### src/rtl/alu_mdu_seq.sv
// alu_mdu_seq: integer ALU plus iterative radix-2 multiply/divide behind valid/ready handshakes.
module alu_mdu_seq #(
    parameter int XLEN     = 32,
    parameter bit ENABLE_M = 1'b1
) (
    input  logic            clk,
    input  logic            rst_n,
    input  logic            in_valid,
    output logic            in_ready,
    input  logic [4:0]      op,
    input  logic [XLEN-1:0] a,
    input  logic [XLEN-1:0] b,
    input  logic            flush,
    output logic            out_valid,
    input  logic            out_ready,
    output logic [XLEN-1:0] result,
    output logic            busy
);
    localparam int SW = $clog2(XLEN);
    typedef enum logic [1:0] {IDLE, MUL, DIV, HOLD} state_t;
    state_t state, state_nx;
    logic [2*XLEN-1:0] acc, acc_nx, mul_step, div_step, mul_p;
    logic [XLEN-1:0] opd, alu_res, special, abs_a, abs_b, m_a, m_b, div_diff, quo, rem, step_res;
    logic [XLEN:0] mul_sum, div_sh;
    logic [SW-1:0] cnt;
    logic neg_q, neg_r, sel, accept, last, is_m, is_mul, is_div, div_zero, div_ovf, div_go;
    logic sgn_a, sgn_b, div_ge;
    assign in_ready  = !flush && (state == IDLE || (state == HOLD && out_ready));
    assign accept    = in_valid && in_ready;
    assign out_valid = state == HOLD;
    assign busy      = state == MUL || state == DIV;
    assign last      = cnt == SW'(XLEN - 1);
    assign is_m      = ENABLE_M && op >= 5'd10 && op <= 5'd17;
    assign is_mul    = is_m && op <= 5'd13;
    assign is_div    = is_m && op >= 5'd14;
    assign div_zero  = b == '0;
    assign div_ovf   = !op[0] && a == {1'b1, {(XLEN-1){1'b0}}} && b == '1;
    assign div_go    = is_div && !div_zero && !div_ovf;
    assign special   = div_zero ? (op[4:1] == 4'd7 ? '1 : a) : (op[4] ? '0 : a);
    // Operands are reduced to magnitudes; the sign is restored after the iteration.
    assign sgn_a     = (is_mul && (op == 5'd11 || op == 5'd12)) || (is_div && !op[0]);
    assign sgn_b     = (is_mul && op == 5'd11) || (is_div && !op[0]);
    assign abs_a     = a[XLEN-1] ? -a : a;
    assign abs_b     = b[XLEN-1] ? -b : b;
    assign m_a       = sgn_a ? abs_a : a;
    assign m_b       = sgn_b ? abs_b : b;
    assign mul_sum   = {1'b0, acc[2*XLEN-1:XLEN]} + (acc[0] ? {1'b0, opd} : '0);
    assign mul_step  = {mul_sum, acc[XLEN-1:1]};
    assign div_sh    = acc[2*XLEN-1:XLEN-1];
    assign div_ge    = div_sh >= {1'b0, opd};
    assign div_diff  = div_sh[XLEN-1:0] - opd;
    assign div_step  = {div_ge ? div_diff : div_sh[XLEN-1:0], acc[XLEN-2:0], div_ge};
    assign acc_nx    = state == MUL ? mul_step : div_step;
    assign mul_p     = neg_q ? -mul_step : mul_step;
    assign quo       = neg_q ? -div_step[XLEN-1:0] : div_step[XLEN-1:0];
    assign rem       = neg_r ? -div_step[2*XLEN-1:XLEN] : div_step[2*XLEN-1:XLEN];
    assign step_res  = state == MUL ? (sel ? mul_p[2*XLEN-1:XLEN] : mul_p[XLEN-1:0]) : (sel ? rem : quo);
    always_comb begin
        alu_res = '0;
        case (op)
            5'd0:    alu_res = a + b;
            5'd1:    alu_res = a - b;
            5'd2:    alu_res = a & b;
            5'd3:    alu_res = a | b;
            5'd4:    alu_res = a ^ b;
            5'd5:    alu_res = a << b[SW-1:0];
            5'd6:    alu_res = a >> b[SW-1:0];
            5'd7:    alu_res = $unsigned($signed(a) >>> b[SW-1:0]);
            5'd8:    alu_res = XLEN'($signed(a) < $signed(b));
            5'd9:    alu_res = XLEN'(a < b);
            default: alu_res = (is_div && !div_go) ? special : '0;
        endcase
    end
    always_comb begin
        state_nx = state;
        if (flush) state_nx = IDLE;
        else if (accept) state_nx = is_mul ? MUL : (div_go ? DIV : HOLD);
        else if (busy) state_nx = last ? HOLD : state;
        else if (state == HOLD && out_ready) state_nx = IDLE;
    end
    always_ff @(posedge clk or negedge rst_n) begin
        if (!rst_n) begin
            state  <= IDLE;
            result <= '0;
            acc    <= '0;
            opd    <= '0;
            cnt    <= '0;
            neg_q  <= 1'b0;
            neg_r  <= 1'b0;
            sel    <= 1'b0;
        end else begin
            state <= state_nx;
            if (accept) begin
                acc   <= {{XLEN{1'b0}}, is_mul ? m_b : m_a};
                opd   <= is_mul ? m_a : m_b;
                cnt   <= '0;
                neg_q <= (sgn_a && a[XLEN-1]) ^ (sgn_b && b[XLEN-1]);
                neg_r <= sgn_a && a[XLEN-1];
                sel   <= is_mul ? op != 5'd10 : op[4];
                if (!is_mul && !div_go) result <= alu_res;
            end else if (busy) begin
                acc <= acc_nx;
                cnt <= cnt + SW'(1);
                if (last && !flush) result <= step_res;
            end
        end
    end
endmodule

### config.mk
export PLATFORM = sky130hd
export DESIGN_NAME = alu_mdu_seq
export DESIGN_NICKNAME = d
export VERILOG_FILES = /design/src/rtl/alu_mdu_seq.sv
export SDC_FILE = /design/constraint.sdc
export NUM_CORES = 1
export LEC_CHECK = 0
export BUFFER_PORTS_ARGS = -buffer_cell sky130_fd_sc_hd__buf_2
export CAP_MARGIN = 5
export CORE_MARGIN = 2
export CORE_UTILIZATION = 50
export CTS_CLUSTER_DIAMETER = 80
export CTS_CLUSTER_SIZE = 12
export DETAILED_ROUTE_END_ITERATION = 10
export GPL_TIMING_DRIVEN = 0
export PLACE_DENSITY = 0.67
export SYNTH_ARGS = -nofsm -noshare
export SYNTH_HDL_FRONTEND = slang
export SYNTH_SLANG_ARGS = --single-unit
### constraint.sdc
create_clock -name clk -period 5.9 [get_ports clk]
set_input_delay 0.295 -clock clk [delete_from_list [all_inputs] [get_ports clk]]
set_output_delay 0.295 -clock clk [all_outputs]
set_load 0.02 [all_outputs]
Yosys cells after proc, flatten, opt, wreduce, memory -nomap -nowiden
Index checks and enable logic that the tools add are counted.

storage, ports and cells
  register bits = 138
  input bits = 74
  output and inout port bits = 35
  logic and storage cells = 126

cells by class
  $add $sub $neg = 10
  $lt $le $gt $ge = 7
  equality and inequality tests = 21
  shift operators = 3
  mux-type cells = 36
  bitwise operators = 4
  reduce and logical (&&, ||, !) cells = 37

operators with widths
  operator                                                                             number
  32-bit two-way mux                                                                   21
  32-bit case mux with 10 select lines                                                 1
  64-bit two-way mux                                                                   4
  32-bit negator                                                                       4
  32-bit == test, second input constant                                                2
  32-bit less-than comparator                                                          2
  64-bit negator                                                                       1
  32-bit subtractor                                                                    2
  32-bit by 32-bit adder with 33-bit output                                            1
  33-bit by 32-bit greater-or-equal comparator with 1-bit output                       1
  32-bit adder                                                                         1
  32-bit bitwise AND                                                                   1
  32-bit logical NOT                                                                   1
  32-bit OR                                                                            1
  32-bit by 5-bit << shifter with 32-bit output                                        1
  32-bit by 5-bit right shift with 32-bit output                                       1
  32-bit by 5-bit >>> shifter with 32-bit output                                       1
  32-bit XOR                                                                           1
  5-bit by 3-bit == test with 1-bit output, second input constant                      4
  5-bit by 4-bit == test with 1-bit output, second input constant                      4
  1-bit logical AND                                                                    18
  2-bit two-way mux                                                                    6
  5-bit by 2-bit == test with 1-bit output, second input constant                      2
  5-bit by 4-bit greater-or-equal comparator with 1-bit output, second input constant  2
  other kinds (22)                                                                     35

Logic depth before layout (Yosys ltp)
  depth in word-level cells = 11
  mapped depth = 24
  depth with buffers taken out = 20

Least setup slack after synthesis
OpenSTA, ideal clock, no wires.

  path type = register -> register
  start = reg acc[46]
  end = reg result[30]
  library setup time = 124 ps
  arrival = 5030 ps
  required time = 5776 ps
  path slack = 747 ps
  cell stages (with the launch flop) = 23
  cells stage by stage = dfrtp_1 ha_1 buf_2 nand4_1 a31oi_1 o21ai_1 or3_1 nand2_1 buf_2 buf_1 clkbuf_1 nand2_1 o21ai_0 ha_1 inv_1 nor3b_1 o211ai_1 o32ai_2 nand3_1 o41ai_1 xor2_1 o221ai_1 a211o_1

between the ends
  word-level cells in the longest chain between the ends = 9

ends and longest elaborated chain
  item                                                                                                 line    RTL
  from (decl)                                                                                          22      logic [2*XLEN-1:0] acc, acc_nx, mul_step, div_step, mul_p;
  from (signal assigned)                                                                               94      acc <= {{XLEN{1'b0}}, is_mul ? m_b : m_a};
  from (signal assigned)                                                                               102     acc <= acc_nx;
  32-bit subtractor or 33-bit by 32-bit greater-or-equal comparator with 1-bit output (tied branches)  51, 50
  32-bit two-way mux                                                                                   52      assign div_step = {div_ge ? div_diff : div_sh[XLEN-1:0], acc[XLEN-2:0], div_ge};
  32-bit negator                                                                                       56      assign rem = neg_r ? -div_step[2*XLEN-1:XLEN] : div_step[2*XLEN-1:XLEN];
  32-bit two-way mux                                                                                   56
  32-bit two-way mux                                                                                   57      assign step_res = state == MUL ? (sel ? mul_p[2*XLEN-1:XLEN] : mul_p[XLEN-1:0]) : (sel ? rem : quo);
  32-bit two-way mux *                                                                                 57
  32-bit two-way mux *                                                                                 104     if (last && !flush) result <= step_res;
  32-bit two-way mux *                                                                                 101     end else if (busy) begin
  32-bit two-way mux *                                                                                 93      if (accept) begin
  to (signal assigned)                                                                                 100     if (!is_mul && !div_go) result <= alu_res;
  to (signal assigned)                                                                                 104
  to (decl)                                                                                            16      output logic [XLEN-1:0] result,

Every way passes the cells marked *; elsewhere a longest branch is shown, timed or not. The select of a mux whose other input is x is not followed.
A chain may end at the register's enable or synchronous reset.

Worst setup path in the final report
  start = reg acc[34]
  end = reg result[30]

Same word-level chain as after synthesis.

==> results by group <==
Run status
  • Outcome: complete, but fails checks
  • Failing checks: setup timing

Logic synthesis
  • Top_reg_cell synth: dfrtp_1
  • #FFs+latches synth: around 140
  • EDFF count, synth: 0
  • Synth Cell Area: between 0.02 and 0.03 mm2
  • Dominant cells by area after synthesis: dfrtp_1, ha_1, o21ai_0, a21oi_1, xnor2_1
  • Area leader, netlist: dfrtp_1
  • Most frequent cells after synthesis: nand2_1, nor2_1, o21ai_0
  • Syn Area/Cell: ~7 um2
  • Most common cell in the netlist: nand2_1
  • Number of distinct library cells after synthesis: between 100 and 150
  • Post-synth top area share: a little over an eighth
  • Syn Nets: roughly 3800
  • Syn Inst Count: 3583
  • Post-synth ARST share: 100.0%
  • Post-synthesis sequential area ratio: 13.54%
  • Total number of yosys warnings: 0

GRT
  • Initial antenna violation count: 8
  • Largest net degree at the start of global routing: 78
  • Total track usage: 52.77%
  • First-pass GRT wire length: 204900 um
  • Total gr overflow: 0
  • Vias in the first global route: 30200

Pwr
  • Power Dens Cells: around 620 mW/mm2
  • Pleak: about 11 nW
  • Pwr Total: approximately 17 mW
  • Max VDD drop: roughly 0.00034 V

Clocking
  • Clock latency on the worst-skew pair: between 0.4 and 0.5 ns
  • Root Buffer: clkbuf_16
  • Clk sink count: 138
  • Worst-path clk slew: approximately 0.080 ns
  • Clk buf depth: 2
  • CTS Buf Count: 17
  • CTS tree: done
  • H-tree depth: 4

Placement
  • Port bufs: between 100 and 150
  • Dpl hpwl: 113100 um
  • Routability cong.: 1.126
  • DP Cell Count: between 4000 and 5000

Worst setup path
  • Critical path class: reg -> reg
  • Crit. End Element: register
  • Worst Path Max Fanout: 10
  • Crit start category: register
  • Critical path data required time: 6.26 ns
  • Crit path DAT: between 6 and 7 ns
  • Critical Path Source: acc[34]$_DFFE_PN0P_
  • R2R Path Start: acc[34]$_DFFE_PN0P_

Finish
  • Share of layout cells above drive strength 1: around 9%
  • Non-Filler Instances: roughly 4400
  • Nets@finish: a little under 4000
  • Fin util: 55.37%
  • Syn-to-layout area delta: 9.135%

Job
  • Max-cap viol count: 0

Timing
  • Final Skew: approximately 0.019 ns
  • # setup viols final: 4
  • Final TNS setup: -0.2291 ns
  • Crit path time final: between 5 and 6 ns
  • Final Max Tran Viols: 0
  • Headroom to the max-slew limit: 1.376%
  • Final worst-path setup slack: -0.08097 ns
  • FMAX: around 0.17 GHz
  • Fin. Hold Viols: 0
  • Period utilization: 101.4%
  • Slew @ Worst Pin: about 1.5 ns

Detailed routing
  • Vias per inst: 7.229
  • Post-route ant nets: 0
  • Vias: 31820
  • Starting DRC count in detailed routing: between 4000 and 5000
  • Wirelength per Cell: approximately 33 um
  • Total Wirelength: 143600 um
  • DRC Markers: 0
  • DRT Pass-1 Iters: 7

Floorplan
  • Row cnt: between 80 and 90
  • Chip Width: 229.9 um
  • Die height: 229.9 um
  • Starting density of the core: just over 50%
  • Die Area: ~0.053 mm2
  • I/O pins: ~110
  • Core area: between 0.05 and 0.06 mm2

Worst hold path
  • Hold WC Path Type: in -> reg
  • Min-delay src: flush
==> layer usage <==
layer | part of all wire (%) | global-route usage [%] | wire length (um) | up-vias
met5 | 0.031 | 0.4596 | 45 | -
met4 | 13 | 53.71 | 17960 | 6
met3 | 12 | 14.63 | 17070 | 936
met2 | 42 | 80.27 | 60450 | 2694
met1 | 33 | 58.00 | 48090 | 14740
li1 | - | - | - | 13450
==> placed cells by master (no fill, tap or decap), types with 13 or more instances in the layout <==
cell         n
nor2b_1     16
o21bai_1    21
buf_2      124
nand4_1     40
a211o_1     27
o2111ai_1   20
xor2_1      78
mux4_2      44
o21ai_0    334
a21o_1      51
a21oi_1    296
clkbuf_1   211
and3_1      21
nor4_1      18
nand2_1    365
nand2b_1    35
nand3_1     78
inv_1      152
o221ai_1    18
o31ai_1     68
o21a_1      22
o211ai_1    97
xnor2_1    164
mux2i_1    127
ha_1       171
a31oi_1     36
a21boi_0    13
a211oi_1    47
nor2_1     360
nor3_1      82
or3_1       29
dfrtp_1    135
a22oi_1     19
o41ai_1     14
buf_1       37
o22ai_1     18
a221oi_1    27
a2111oi_0   13
clkbuf_16   17
==> registers in the layout, summed over array words and instances, names as in the netlist <==
| signal | count |
|---|---|
| acc | 64 |
| cnt | 5 |
| neg_q | 1 |
| neg_r | 1 |
| opd | 32 |
| result | 32 |
| sel | 1 |
| state | 2 |
==> cell type report <==
class,instances,area [um2]
Timing Repair Buffer,118,644.4
Clock inverter,15,150.1
Clock buffer,17,425.4
Tap cell,672,840.8
Sequential cell,138,3457
Inverter,161,630.6
Antenna cell,2,5.005
Buffer,287,1257
Multi-Input combinational cell,2992,20420
Fill cell,5070,22440
==> critical path, stage by stage, from the launching register on <==
cell	delay, ns
dfrtp_1	0.49
ha_1	0.32
buf_2	0.20
nand3_2	0.21
o21bai_1	0.29
nand4_1	0.22
a211oi_4	0.14
or3_4	0.43
nand2_4	0.20
buf_6	0.22
buf_6	0.21
buf_4	0.23
nand2_1	0.08
o21ai_2	0.08
ha_1	0.21
inv_1	0.11
nor3b_2	0.22
o211ai_1	0.21
o32ai_2	0.29
buf_4	0.18
nand3_2	0.16
o41ai_4	0.41
xor2_1	0.21
o221ai_1	0.22
a211o_1	0.31
==> path summary, 6_finish.rpt <==
check | end | slack, ns | cells past startpoint
max in group asynchronous | acc[33]$_DFFE_PN0P_ | 4.63 | 3
worst max register to register | result[30]$_DFFE_PN0P_ | -0.08 | 24
worst min-delay path | state[0]$_DFFE_PN0P_ | 0.20 | 3
worst min register to register | result[13]$_DFFE_PN0P_ | 0.48 | 1
min in group asynchronous | opd[28]$_DFFE_PN0P_ | 0.38 | 2
worst max-delay path | result[30]$_DFFE_PN0P_ | -0.08 | 24
==> repair_timing <==
action                     in CTS  in global routing
cloned                          0                  0
setup endpoints to repair      25                 20
gates resized for setup        40                 41
setup buffers                   3                  5
hold buffers                    1                  0
pin swaps                       5                  3
hold endpoints to repair       61                  0
==> per-stage QoR <==
stage / cell area, um2 / hold slack, ns / setup slack [ns]
finish: 27830 / 0.1958 / -0.08097
global route: 27830 / 0.2487 / -0.01810
CTS: 27670 / 0.2019 / -0.07344
detailed placement: 26930 / 0.3130 / -1.305
global placement: 26880 / 0.4600 / -1.343
floorplan: 25500 / -0.0005911 / 0.7466
==> kinds of logic after synthesis <==
group	Yosys count	share of synthesized area, %
DFF	138	13.54
and+or+nand+nor	1123	20.22
adders and majority gates	176	8.752
muxes	183	9.395
AOI/OAI and AO/OA	1265	32.41
buffers and inverters	453	7.270
xor gates and xnor gates	245	8.413
==> power breakdown <==
group / internal, mW / switching [mW]
combinational: 4.85 / 9.47
sequential: 1.41 / 0.498
clock: 0.564 / 0.543
total: 6.83 / 10.5
(Power assumes the default switching activity.)
